File: src/rtl/ad_capture_ctrl.sv
// Triggered capture controller: pre-trigger fill, level-crossing wait, post-trigger fill, hold until released.
// Optional auto-trigger timeout is built when AD_CAPTURE_AUTO_TRIG_EN is defined.
module ad_capture_ctrl #(
  parameter int          ADDR_W      = 10,
  parameter int          PRE_LEN     = 32,
  parameter logic [23:0] TIMEOUT_CYC = 24'd1_000_000
) (
  input  logic              adc_clk,
  input  logic              rst,
  input  logic              arm,
  input  logic [7:0]        trig_level,
  input  logic              trig_falling,
  input  logic [7:0]        sample,
  input  logic              rd_ack,
  output logic              buf_wr,
  output logic [ADDR_W-1:0] buf_addr,
  output logic [7:0]        buf_data,
  output logic              busy,
  output logic              done,
  output logic [ADDR_W-1:0] trig_addr,
  output logic              auto_trig
);

  localparam int DEPTH = 1 << ADDR_W;
  localparam logic [ADDR_W-1:0] PRE_LAST = ADDR_W'(PRE_LEN - 1);
  localparam logic [ADDR_W-1:0] POST_END = ADDR_W'(DEPTH - PRE_LEN);
  localparam logic [ADDR_W-1:0] ONE      = ADDR_W'(1);

  localparam logic [2:0] S_IDLE = 3'd0;
  localparam logic [2:0] S_PRE  = 3'd1;
  localparam logic [2:0] S_WAIT = 3'd2;
  localparam logic [2:0] S_POST = 3'd3;
  localparam logic [2:0] S_DONE = 3'd4;

  logic [2:0]        state, next_state;
  logic [ADDR_W-1:0] wr_ptr;
  logic [ADDR_W-1:0] cnt;
  logic [7:0]        prev;
  logic              crossing, timeout, hit, wr_en;

  assign crossing = trig_falling ? (prev >= trig_level && sample <  trig_level)
                                 : (prev <  trig_level && sample >= trig_level);
  assign hit      = crossing || timeout;

  // POST holds for one extra, write-free cycle once cnt reaches POST_END, so done/busy
  // switch on the cycle after the final write is presented.
  assign wr_en = (state == S_PRE) || (state == S_WAIT) ||
                 (state == S_POST && cnt != POST_END);

  always_comb begin
    // NOTE: default first so every path assigns next_state and no latch is inferred.
    next_state = state;
    case (state)
      S_IDLE: if (arm) next_state = S_PRE;
      S_PRE:  if (cnt == PRE_LAST) next_state = S_WAIT;
      S_WAIT: if (hit) next_state = S_POST;
      S_POST: if (cnt == POST_END) next_state = S_DONE;
      S_DONE: begin
        if (arm)         next_state = S_PRE;
        else if (rd_ack) next_state = S_IDLE;
      end
      default: next_state = S_IDLE;
    endcase
  end

  always_ff @(posedge adc_clk or posedge rst) begin
    if (rst) begin
      state     <= S_IDLE;
      wr_ptr    <= '0;
      cnt       <= '0;
      prev      <= '0;
      buf_wr    <= 1'b0;
      buf_addr  <= '0;
      buf_data  <= '0;
      busy      <= 1'b0;
      done      <= 1'b0;
      trig_addr <= '0;
    end else begin
      // NOTE: non-blocking assignments keep every register reading pre-edge values.
      state  <= next_state;
      prev   <= sample;
      busy   <= (next_state == S_PRE) || (next_state == S_WAIT) || (next_state == S_POST);
      done   <= (next_state == S_DONE);
      buf_wr <= wr_en;
      if (wr_en) begin
        buf_addr <= wr_ptr;
        buf_data <= sample;
        wr_ptr   <= wr_ptr + ONE;
      end
      case (state)
        S_IDLE, S_DONE: begin
          if (arm) begin
            wr_ptr <= '0;
            cnt    <= '0;
          end
        end
        S_PRE:  cnt <= (cnt == PRE_LAST) ? '0 : cnt + ONE;
        S_WAIT: begin
          // The trigger write itself is the first of the POST_END post-trigger writes.
          if (hit) begin
            trig_addr <= wr_ptr;
            cnt       <= ONE;
          end
        end
        S_POST: if (cnt != POST_END) cnt <= cnt + ONE;
        default: ;
      endcase
    end
  end

`ifdef AD_CAPTURE_AUTO_TRIG_EN
  logic [23:0] to_cnt;

  assign timeout = (state == S_WAIT) && (to_cnt == TIMEOUT_CYC - 24'd1);

  always_ff @(posedge adc_clk or posedge rst) begin
    if (rst) begin
      to_cnt    <= '0;
      auto_trig <= 1'b0;
    end else begin
      if (state != S_WAIT)
        to_cnt <= '0;
      else if (!hit)
        to_cnt <= to_cnt + 24'd1;
      if ((state == S_IDLE || state == S_DONE) && arm)
        auto_trig <= 1'b0;
      else if (state == S_WAIT && hit)
        auto_trig <= !crossing;
    end
  end
`else
  localparam logic [23:0] unused_timeout_cyc = TIMEOUT_CYC;

  assign timeout   = 1'b0;
  assign auto_trig = 1'b0;
`endif

endmodule
File: config.mk
export PLATFORM = sky130hd
export DESIGN_NAME = ad_capture_ctrl
export DESIGN_NICKNAME = d
export VERILOG_FILES = /design/src/rtl/ad_capture_ctrl.sv
export SDC_FILE = /design/constraint.sdc
export NUM_CORES = 1
export LEC_CHECK = 0
export BUFFER_PORTS_ARGS = -buffer_cell sky130_fd_sc_hd__buf_2
export CAP_MARGIN = 10
export CORE_ASPECT_RATIO = 1.75
export CORE_MARGIN = 1.5
export CORE_UTILIZATION = 30
export DETAILED_ROUTE_END_ITERATION = 12
export PLACE_DENSITY = 0.49
export SETUP_SLACK_MARGIN = 0.1
export SLEW_MARGIN = 25
export SYNTH_ARGS = -nofsm -noshare
export SYNTH_HDL_FRONTEND = slang
export SYNTH_SLANG_ARGS = --single-unit
File: constraint.sdc
create_clock -name adc_clk -period 3.3 [get_ports adc_clk]
set_clock_uncertainty 0.05 [all_clocks]
set_input_delay 0.165 -clock adc_clk [delete_from_list [all_inputs] [get_ports adc_clk]]
set_output_delay 0.165 -clock adc_clk [all_outputs]
set_load 0.1 [all_outputs]
## Word-level counts from Yosys, hierarchy flattened

Index checks and enable logic that the tools add are counted.

| storage, ports and cells | value |
|---|---|
| input bits | 21 |
| bits in registers | 62 |

| operators by class | value |
|---|---|
| equal/unequal tests | 14 |
| reduce and logical (&&, ||, !) cells | 12 |
| mux-type cells | 16 |
| $lt $le $gt $ge | 4 |
| add/subtract/negate cells | 2 |

Operator list:

| operator | number |
|---|---|
| 2-to-1 mux 10 bit | 7 |
| one-hot mux 10 bit (4 select lines) | 1 |
| adder 10 x 1 -> 10 bit, second input constant | 2 |
| 2-to-1 mux 3 bit | 6 |
| greater-or-equal comparator 8 bit | 2 |
| < comparator 8 bit | 2 |
| one-hot mux 3 bit (5 select lines) | 1 |
| equality test 3 x 2 -> 1 bit, second input constant | 4 |
| equality test 10 bit, second input constant | 1 |
| equality test 10 x 5 -> 1 bit, second input constant | 1 |
| inequality test 10 bit, second input constant | 1 |
| equality test 3 x 1 -> 1 bit, second input constant | 2 |
| equality test 3 bit, second input constant | 2 |
| logical OR 1 bit | 4 |
| inequality test 2 bit, second input constant | 2 |
| AND reduction 4 bit | 1 |
| nonzero test 4 bit | 1 |
| logical AND 1 bit | 3 |
| logical NOT 3 bit | 1 |
| inequality test 2 x 1 -> 1 bit, second input constant | 1 |
| AND reduction 2 bit | 1 |
| OR reduction 2 bit | 1 |
| 2-to-1 mux 1 bit | 1 |

## Logic depth before layout (Yosys ltp)

Gate-level depths: netlist of the first run.

| depth | value |
|---|---|
| word-level depth | 8 |
| depth in mapped cells | 9 |
| gate-level depth less buffers | 8 |

## Worst setup path before layout of the first run

OpenSTA, ideal clock, no wires.

| timing | value |
|---|---|
| path type | reg2reg |
| start | reg prev[1] |
| end | reg trig_addr[0] |
| library setup time | 125 ps |
| stages on the path, launching flop included | 9 |
| arrival time | 1880 ps |
| path slack | 1244 ps |
| path buffers | 1 |
| cell sequence | dfrtp_1 ha_1 nor2b_1 o211ai_1 a21o_1 o211ai_1 a21oi_1 buf_2 mux2_2 |

| on the way | value |
|---|---|
| longest elaborated chain between the ends | 4 |
| elaborated cells between the ends (all ways) | 6 |
| classes of those cells | 2 x order compare; 1 x mux; 3 x reduce/logical |

RTL lines:

| what | line | source |
|---|---|---|
| start, declared | 38 | `logic [7:0] prev;` |
| start signal, assigned | 81 | `prev <= sample;` |
| < comparator 8 bit or greater-or-equal comparator 8 bit (tied branches) | 42, 41 |  |
| logical AND 1 bit (on tied branches) | 42, 41 |  |
| 2-to-1 mux 1 bit * | 41 | `assign crossing = trig_falling ? (prev >= trig_level && sample < trig_level)` |
| AND reduction 2 bit (no source line) * | -- |  |
| end signal, assigned | 101 | `trig_addr <= wr_ptr;` |
| end, declared | 20 | `output logic [ADDR_W-1:0] trig_addr,` |

Every way passes the cells marked *; elsewhere a longest branch is shown, timed or not.
A chain may end at the register's enable or synchronous reset.

## Worst setup path in the final report of the first run

| timing | value |
|---|---|
| start | in sample[1] |
| end | reg cnt[0] |

| on the way | value |
|---|---|
| longest elaborated chain between the ends | 5 |
| elaborated cells between the ends (all ways) | 7 |
| classes of those cells | 2 x order compare; 1 x eq/ne; 1 x mux; 3 x reduce/logical |

RTL lines:

| what | line | source |
|---|---|---|
| start, declared | 13 | `input logic [7:0] sample,` |
| greater-or-equal comparator 8 bit or < comparator 8 bit (tied branches) | 42, 41 |  |
| logical AND 1 bit (on tied branches) | 42, 41 |  |
| 2-to-1 mux 1 bit * | 41 |  |
| inequality test 2 bit (no source line) * | -- |  |
| AND reduction 4 bit (no source line) * | -- |  |
| end signal, assigned | 97 | `S_PRE: cnt <= (cnt == PRE_LAST) ? '0 : cnt + ONE;` |
| end signal, assigned | 105 | `S_POST: if (cnt != POST_END) cnt <= cnt + ONE;` |
| end, declared | 37 | `logic [ADDR_W-1:0] cnt;` |

Marked as above.

==> metrics.csv, run 1 <==
metric,value,unit
I/O pin cnt,53,
Yosys reg bits,62,
sequential fraction of the synthesis area,51.3,%
startpoint types,primary input,
first-pass GRT wire length,11300,µm
number of global-route vias before repair,2345,
core area,9850,µm²
Critical Path Slowest Stage Cell,dlygate4sd3_1,
clock transition at the registers of the reported paths,0.05,ns
fin. max-slew vios,0,
Mapped Cells,264,
GRT Total Usage,13.9,%
# DRC,0,
1st-iter DRT viols,87,
Post-CTS Hold Buffers,9,
crit path kind,primary input to register,
Filler cells,1025,
first-pass iteration count of the detailed router,4,
Power Total,3.12,mW
diode count,0,
Place WS,0.999,ns
Max Freq,416,MHz
initial core utilization,30.7,%
post-CTS sizing,0,
RSZ-0062 raised after global routing,no,
Rows,48,
DRT antenna net count,0,
Routed WL per cell,14.8,µm
Slew @ Worst Pin,0.667,ns
arrival time at the worst endpoint,2.57,ns
critical path cell sequence,"dlygate4sd3_1, buf_2, ha_1, nor2b_1, o211ai_1, a31oi_1, o211ai_1, nand3_1, a31o_2",
Layout area overhead,24.7,%
routed vias,2249,
yosys warns,0,
fin crit period,2.40,ns
Final setup viols,0,
worst skew pair latency,0.33,ns
final worst slack,0.898,ns
final core occ,38.3,%
CTS Buffer Depth,2,
root buffer cell,clkbuf_16,
count of flip-flops with a built-in enable after synthesis,0,
Via density,4.93,
Leakage Power,1.88,nW
largest stage delay on the critical path,0.53,ns
pwr dens,828,nW/µm²
"Hold Vio Cnt, Final",0,
pin count of the biggest net entering global routing,33,
Post-synth ARST share,100,%
Die Ht,136,µm
fin crit share,72.8,%
max-cap violation count,0,
grt ovf,0,
total CTS buffers,9,
final WL,6750,µm
setup repair bufs after CTS,0,
"Top cell by count, worst path",o211ai_1,
Die X,78.9,µm
Max H-tree Level,3,
setup_tns,0,ns
max_slew headroom,55.5,%
maximum VDD drop,0.000545,V
status,"finished, final reports clean",
initial antenna violation count,0,
Syn Nets,304,
main flop type after synthesis,dfrtp_1,
TritonCTS clock tree,done,
Routability Congestion,0.769,
Clock Sinks,62,
WP data required,3.46,ns
Post-Syn Area per Cell,11.5,µm²
Die ar.,10700,µm²
Netlist cell types,42,
detailed-placement wirelength estimate,4900,µm
nets,367,
Syn Std Cell Area,3030,µm²
CP Max Fanout,9,
Crit. End Element,register,
I/O Buffers,51,
Min-Delay Path Class,primary input to register,
share of cells above drive strength 1,31.1,%
-- flip-flops by register name, indices dropped and copies added (netlist names) --
name and flops:
buf_addr 10, cnt 10, trig_addr 10, wr_ptr 10, buf_data 8, prev 8, state 3, buf_wr 1
busy 1, done 1
-- logic make-up (layout without fill, tap and decap cells) --
logic type,Yosys count,in the layout,synth area share [%]
multiplexers,29,29,10.7
AND/OR/NAND/NOR,67,67,11.9
flip-flops,62,62,51.3
AO/OA/AOI/OAI,53,53,12.1
XOR/XNOR,5,5,1.45
other,1,1,0.124
buffers and inverters,28,95,4.59
adder cells (fa/ha/maj),19,19,7.86
-- Yosys cell counts, types with 2 or more instances --
library cell,instances,area share (%)
ha_1,19,7.9
nand2_1,14,1.7
buf_2,3,0.50
dfrtp_1,62,51
mux2_2,27,10
o21ai_0,6,0.99
buf_6,3,1.1
inv_1,17,2.1
nor2_1,14,1.7
o211ai_1,8,2.0
and2_1,2,0.41
a21o_1,2,0.50
o211a_1,3,0.99
and3_1,6,1.2
xor2_1,3,0.87
nor2b_1,4,0.83
mux2i_1,2,0.66
xnor2_1,2,0.58
o31ai_1,3,0.74
buf_4,2,0.50
a31oi_1,3,0.62
nand3_1,8,1.3
a21oi_1,17,2.8
nand4_1,12,2.5
a41oi_1,4,1.2
clkbuf_1,2,0.25
-- cell usage in the layout, fill, tap and decap left out, drive strengths merged --
cell type,count
a32oi,1
or2,1
nor2,14
o211ai,8
bufinv,1
dlygate4sd3,9
and4,1
a21boi,1
nor4,2
a31o,1
a21o,2
o211a,3
or3,1
conb,1
nand3b,1
nand4,12
a22oi,1
ha,19
mux2,27
a2bb2oi,1
nand2,14
a41oi,4
and3,6
nor2b,4
xnor2,2
o31ai,3
o21ai,6
xor2,3
dfrtp,62
inv,17
a31oi,4
mux2i,2
and2,3
a21oi,17
clkinv,4
buf,54
o21a,1
clkbuf,10
nand3,8
-- critical path: cells and delay by family --
kind	cells	cell delay [ns]
AOI/OAI and AO/OA	4	0.94
adders and majority gates	1	0.29
buffers and inverters	2	0.67
and+or+nand+nor	2	0.51
-- per-layer routing --
layer	up-vias	routed length (µm)	GRT usage [%]
li1	1077	-	-
met1	1110	2700	15.2
met5	-	0	0
met2	49	3650	24.4
met4	0	179	8.58
met3	13	226	2.82
-- power breakdown --
group | internal [mW] | leakage, nW | total [mW] | switching (mW)
clock | 0.594 | 0.148 | 0.913 | 0.319
combinational | 0.290 | 0.923 | 1.22 | 0.930
sequential | 0.887 | 0.813 | 0.991 | 0.104
total | 1.77 | 1.88 | 3.12 | 1.35
-- area by class of cell --
cell class	instances	area, µm²	area share [%]
clock buffers	10	239	6.33
clock inverters	5	50.0	1.33
multi-input cells	174	1340	35.6
inverters	17	63.8	1.69
repair buffers	63	368	9.75
well taps	125	156	4.15
flip-flops and latches	62	1550	41.1
-- per-stage QoR --
stage                     cell area, µm²  std cells  hold WS, ns
after global routing                3770        456        0.145
final                               3770        456       0.0874
after detailed placement            3390        432        0.244
after global placement              3390        432        0.244
after CTS                           3770        456       0.0777
after floorplan                     3030        264        0.146
-- final timing paths --
check                                           to  slack, ns  cells after the start                    start
setup / recovery                cnt[0]$_DFFE_PP0P_       0.90                      9                sample[1]
hold / removal                  state[2]$_DFF_PP0_       0.09                      4                   rd_ack
hold reg to reg            buf_data[1]$_DFFE_PP0N_       0.45                      1  buf_data[1]$_DFFE_PP0N_
min in group asynchronous       cnt[8]$_DFFE_PP0P_       0.43                      3                      rst
setup reg to reg                cnt[8]$_DFFE_PP0P_       1.01                      6       state[1]$_DFF_PP0_
max in group asynchronous  buf_addr[6]$_DFFE_PP0N_       1.92                      4                      rst
Power figures use the tool's default switching activity.
==> inputs of run 2 (changes only) <==
clock period = 2.4 ns   (was 3.3 ns; I/O delays follow)
==> metrics.csv, run 2 (synthesized netlist as in run 1, its figures left out) <==
metric,value,unit
max_slew headroom,50.7,%
I/O Buffers,51,
total CTS buffers,9,
1st-iter DRT viols,107,
pin count of the biggest net entering global routing,34,
Routed WL per cell,15.3,µm
hold depth,2,
Slew @ Worst Pin,0.738,ns
Layout area overhead,30.6,%
worst skew pair latency,0.33,ns
arrival time at the worst endpoint,2.39,ns
sw frac,42.1,%
Leakage Power,1.94,nW
startpoint types,primary input,
fin crit period,2.23,ns
fin. max-slew vios,0,
WP data required,2.56,ns
first-pass iteration count of the detailed router,4,
CTS Buffer Depth,2,
Routability Congestion,0.775,
crit path kind,primary input to register,
Final setup viols,0,
diode count,0,
share of cells above drive strength 1,35.1,%
Clk network pwr share,31.2,%
critical path cell sequence,"dlygate4sd3_1, buf_2, ha_1, a21oi_1, a21o_1, o211ai_1, buf_4, a21oi_4, buf_6, mux2_2",
placed cell area,3440,µm²
initial core utilization,30.7,%
root buffer cell,clkbuf_16,
"Hold Vio Cnt, Final",0,
NetSw,1.91,mW
Hold Startpoint,sample[1],
Die Ht,136,µm
Gate power share,39.0,%
crit path from,sample[3],
Critical R2R Launch,prev[1]$_DFF_PP0_,
reg2reg path depth,9,
RSZ-0062 raised after global routing,no,
Power Total,4.53,mW
max-cap violation count,0,
R2R setup slack,0.21,ns
final WL,7100,µm
# DRC,0,
setup_tns,0,ns
initial antenna violation count,0,
Multi-input gate area,1410,µm²
Die X,78.9,µm
grt ovf,0,
maximum VDD drop,0.000553,V
first-pass GRT wire length,11500,µm
non-filler instance count after layout,464,
pwr dens,1150,nW/µm²
Min-Delay Path Class,primary input to register,
Clock Sinks,62,
Critical Path Slowest Stage Cell,dlygate4sd3_1,
Max Freq,449,MHz
GRT Total Usage,14.3,%
Max H-tree Level,3,
Filler cells,1009,
most frequent cells in the layout,"dfrtp_1, buf_2, mux2_2, ha_1, inv_1",
TritonCTS clock tree,done,
WP depth,10,
nets,375,
cell family with most CP delay,buffers and inverters,
largest stage delay on the critical path,0.53,ns
placed cells,436,
status,"finished, final reports clean",
Rows,48,
DRT antenna net count,0,
I/O pin cnt,53,
CP Max Fanout,6,
Die ar.,10700,µm²
final instance area,3950,µm²
core area,9850,µm²
Flop pwr share,29.9,%
Hold WS,0.0205,ns
clock transition at the registers of the reported paths,0.05,ns
Buf/Inv on CP,4,
Int Pwr,2.63,mW
register area,1550,µm²
Via density,4.88,
detailed-placement wirelength estimate,5000,µm
Crit. End Element,register,
fin crit share,92.8,%
"commonest non-fill, non-tap cell in the layout",dfrtp_1,
number of global-route vias before repair,2274,
routed vias,2266,
## run 2: cell types whose count changed in the layout (fill, tap and decap cells not counted), moves of 2 or more
| cell | before | now |
|---|---|---|
| ha_1 | 19 | 17 |
| a21oi_2 | 0 | 3 |
| ha_4 | 0 | 2 |
| buf_6 | 0 | 2 |
| buf_4 | 3 | 8 |
| o21ai_0 | 6 | 4 |
| clkinv_2 | 4 | 2 |
| a21oi_1 | 17 | 13 |
## run 2: area by class of cell
class,count,share of cell area (%)
Tap cell,125,3.96
Sequential cell,62,39.3
Multi-Input combinational cell,174,35.6
Inverter,17,1.62
Timing Repair Buffer,71,11.3
Clock buffer,11,6.40
Clock inverter,4,1.77
## run 2: metal layers
metal  global-route usage [%]  wire length, µm  vias up
met5                        0                0        -
met4                     7.31              112        0
met3                     3.96              242       11
met2                     24.1             3890       43
met1                     16.5             2860     1116
li1                         -                -     1096
## run 2: repair_timing
item | in CTS | in global routing
setup endpoints to repair | 0 | 20
hold endpoints to repair | 41 | 0
hold buffers | 9 | 0
buffers inserted | 0 | 3
resized for setup | 0 | 16
## run 2: power groups by stage
stage,Combinational (mW),Clock (mW),Sequential (mW)
after CTS,1.76,1.45,1.36
after global routing,1.87,1.50,1.39
after detailed placement,1.75,0,1.38
after global placement,1.74,0,1.37
after floorplan,0.631,0,2.15
final,1.77,1.41,1.35
## run 2: through the flow
| step | util [%] | setup slack, ns |
|---|---|---|
| after floorplan | - | 0.344 |
| after global placement | 34.9 | 0.231 |
| after detailed placement | 34.9 | 0.180 |
| after CTS | 39.1 | 0.119 |
| after global routing | 40.1 | 0.110 |
| final | 40.1 | 0.174 |
## run 2: worst paths after layout
kind	end
worst max-delay path	trig_addr[1]$_DFFE_PP0P_
worst min-delay path	buf_data[1]$_DFFE_PP0N_
worst max register to register	trig_addr[1]$_DFFE_PP0P_
worst min register to register	buf_data[6]$_DFFE_PP0N_
max in group asynchronous	wr_ptr[5]$_DFF_PP0_
min in group asynchronous	cnt[9]$_DFFE_PP0P_
==> inputs of run 3 (changes only) <==
ABC_AREA = 1   (was unset)
==> metrics.csv, run 3 <==
metric,value,unit
status,"finished, final reports clean",
Syn Nets,430,
first-pass iteration count of the detailed router,4,
most frequent cells in the layout,"nand2_1, dfrtp_1, buf_2, inv_1, o21ai_0",
TritonCTS clock tree,done,
fin crit period,2.08,ns
RSZ-0062 raised after global routing,yes,
fin. max-slew vios,0,
Synth top cells by count,"nand2_1, dfrtp_1, inv_1",
"commonest non-fill, non-tap cell in the layout",nand2_1,
WP data required,2.55,ns
placed cells,565,
I/O Buffers,51,
Routed WL per cell,13.5,µm
initial antenna violation count,0,
main flop type after synthesis,dfrtp_1,
"Hold Vio Cnt, Final",0,
DRT antenna net count,0,
Synth area leader,dfrtp_1,
number of global-route vias before repair,2742,
Netlist cell types,35,
Yosys top cell area share,47.7,%
final worst slack,0.318,ns
Critical R2R Launch,cnt[0]$_DFFE_PP0P_,
setup_tns,0,ns
I/O pin cnt,53,
Mapped Cells,390,
setup repair bufs after CTS,0,
max-cap violation count,0,
Die Ht,141,µm
Hold Startpoint,rd_ack,
Layout area overhead,25.4,%
Yosys reg bits,62,
CP Max Fanout,20,
Routability Congestion,0.791,
"top cells by area, synth","dfrtp_1, nand2_1, ha_1",
core area,10600,µm²
Max H-tree Level,3,
1st-iter DRT viols,141,
Max Freq,480,MHz
Critical Path Slowest Stage Cell,dlygate4sd3_1,
# DRC,0,
share of cells above drive strength 1,19.1,%
worst skew pair latency,0.33,ns
final WL,7980,µm
Place WS,0.280,ns
pin count of the biggest net entering global routing,33,
diode count,0,
max_slew headroom,53.6,%
count of flip-flops with a built-in enable after synthesis,0,
arrival time at the worst endpoint,2.23,ns
Filler cells,1112,
critical path cell sequence,"dlygate4sd3_1, buf_2, ha_1, a21oi_1, nor2_1, nor2_1, nand2_1, nor2_1, nand2_1, nand2_1, nand2_2, nand2_1, o21ai_0",
crit path kind,primary input to register,
Post-Syn Area per Cell,8.33,µm²
largest stage delay on the critical path,0.53,ns
crit path from,sample[5],
Final setup viols,0,
CTS Buffer Depth,2,
Syn Std Cell Area,3250,µm²
Via density,4.70,
detailed-placement wirelength estimate,5900,µm
Min-Delay Path Class,primary input to register,
nets,496,
Hold WS,0.179,ns
Die ar.,11500,µm²
grt ovf,0,
first-pass GRT wire length,13200,µm
routed vias,2775,
startpoint types,primary input,
fin crit share,86.7,%
Post-synth ARST share,100,%
clock transition at the registers of the reported paths,0.05,ns
Slew @ Worst Pin,0.694,ns
root buffer cell,clkbuf_16,
"count leader, synth",nand2_1,
yosys warns,0,
GRT Total Usage,15.3,%
Rows,50,
total CTS buffers,9,
non-filler instance count after layout,591,
"Top cell by count, worst path",nand2_1,
Clock Sinks,62,
sequential fraction of the synthesis area,47.7,%
Crit. End Element,register,
Die X,81.7,µm
initial core utilization,30.6,%
run 3: worst max-delay path, delay by kind of cell:
family,cells,cell delay (ns)
AOI/OAI and AO/OA,2,0.28
and+or+nand+nor,8,0.86
adders and majority gates,1,0.29
buffers and inverters,2,0.67
run 3: kinds of logic after synthesis:
kind of cell | count (synthesis) | share of synthesized area [%]
compound gates | 56 | 10.2
simple gates | 186 | 24.6
other cells | 1 | 0.115
xor+xnor | 9 | 2.43
buf+inv | 57 | 7.62
flops | 62 | 47.7
fa+ha+maj | 19 | 7.31
run 3: timing repair:
action                                 4_1_cts  5_1_grt
setup endpoints to repair                    0       21
endpoints found under the hold margin       46        0
hold buffers                                10        0
resized for setup                            0        2
run 3: final cells by class:
type / count / area, µm² / share of cell area, %
clock buffers: 12 / 246 / 6.05
clock inverters: 4 / 70.1 / 1.72
inverters: 47 / 176 / 4.33
multi-input cells: 271 / 1460 / 35.8
flip-flops and latches: 62 / 1550 / 38.1
well taps: 130 / 163 / 3.99
repair buffers: 65 / 410 / 10.1
run 3: worst paths after layout:
check | end | slack (ns) | depth (start not counted)
min in group asynchronous | buf_addr[8]$_DFFE_PP0N_ | 0.40 | 3
max in group asynchronous | buf_wr$_DFF_PP0_ | 1.28 | 4
setup / recovery | trig_addr[0]$_DFFE_PP0P_ | 0.32 | 13
hold reg to reg | buf_data[1]$_DFFE_PP0N_ | 0.42 | 2
setup reg to reg | wr_ptr[7]$_DFF_PP0_ | 0.40 | 10
hold / removal | state[2]$_DFF_PP0_ | 0.18 | 3
run 3: routing by layer:
layer | GRT usage, % | up-vias | routed length, µm
met4 | 8.03 | 0 | 238
met1 | 16.3 | 1297 | 3130
li1 | - | 1398 | -
met2 | 27.4 | 64 | 4340
met3 | 3.04 | 16 | 274
met5 | 0 | - | 0
run 3: through the flow:
stage                     area, µm²  util [%]
after floorplan                3250         -
after global placement         3650      34.3
after detailed placement       3650      34.3
after CTS                      4070      38.3
after global routing           4080      38.3
final                          4080      38.3
Power of run 3 is not shown: default switching activity piles up to over one toggle a cycle in this logic, so the estimate is an artifact.
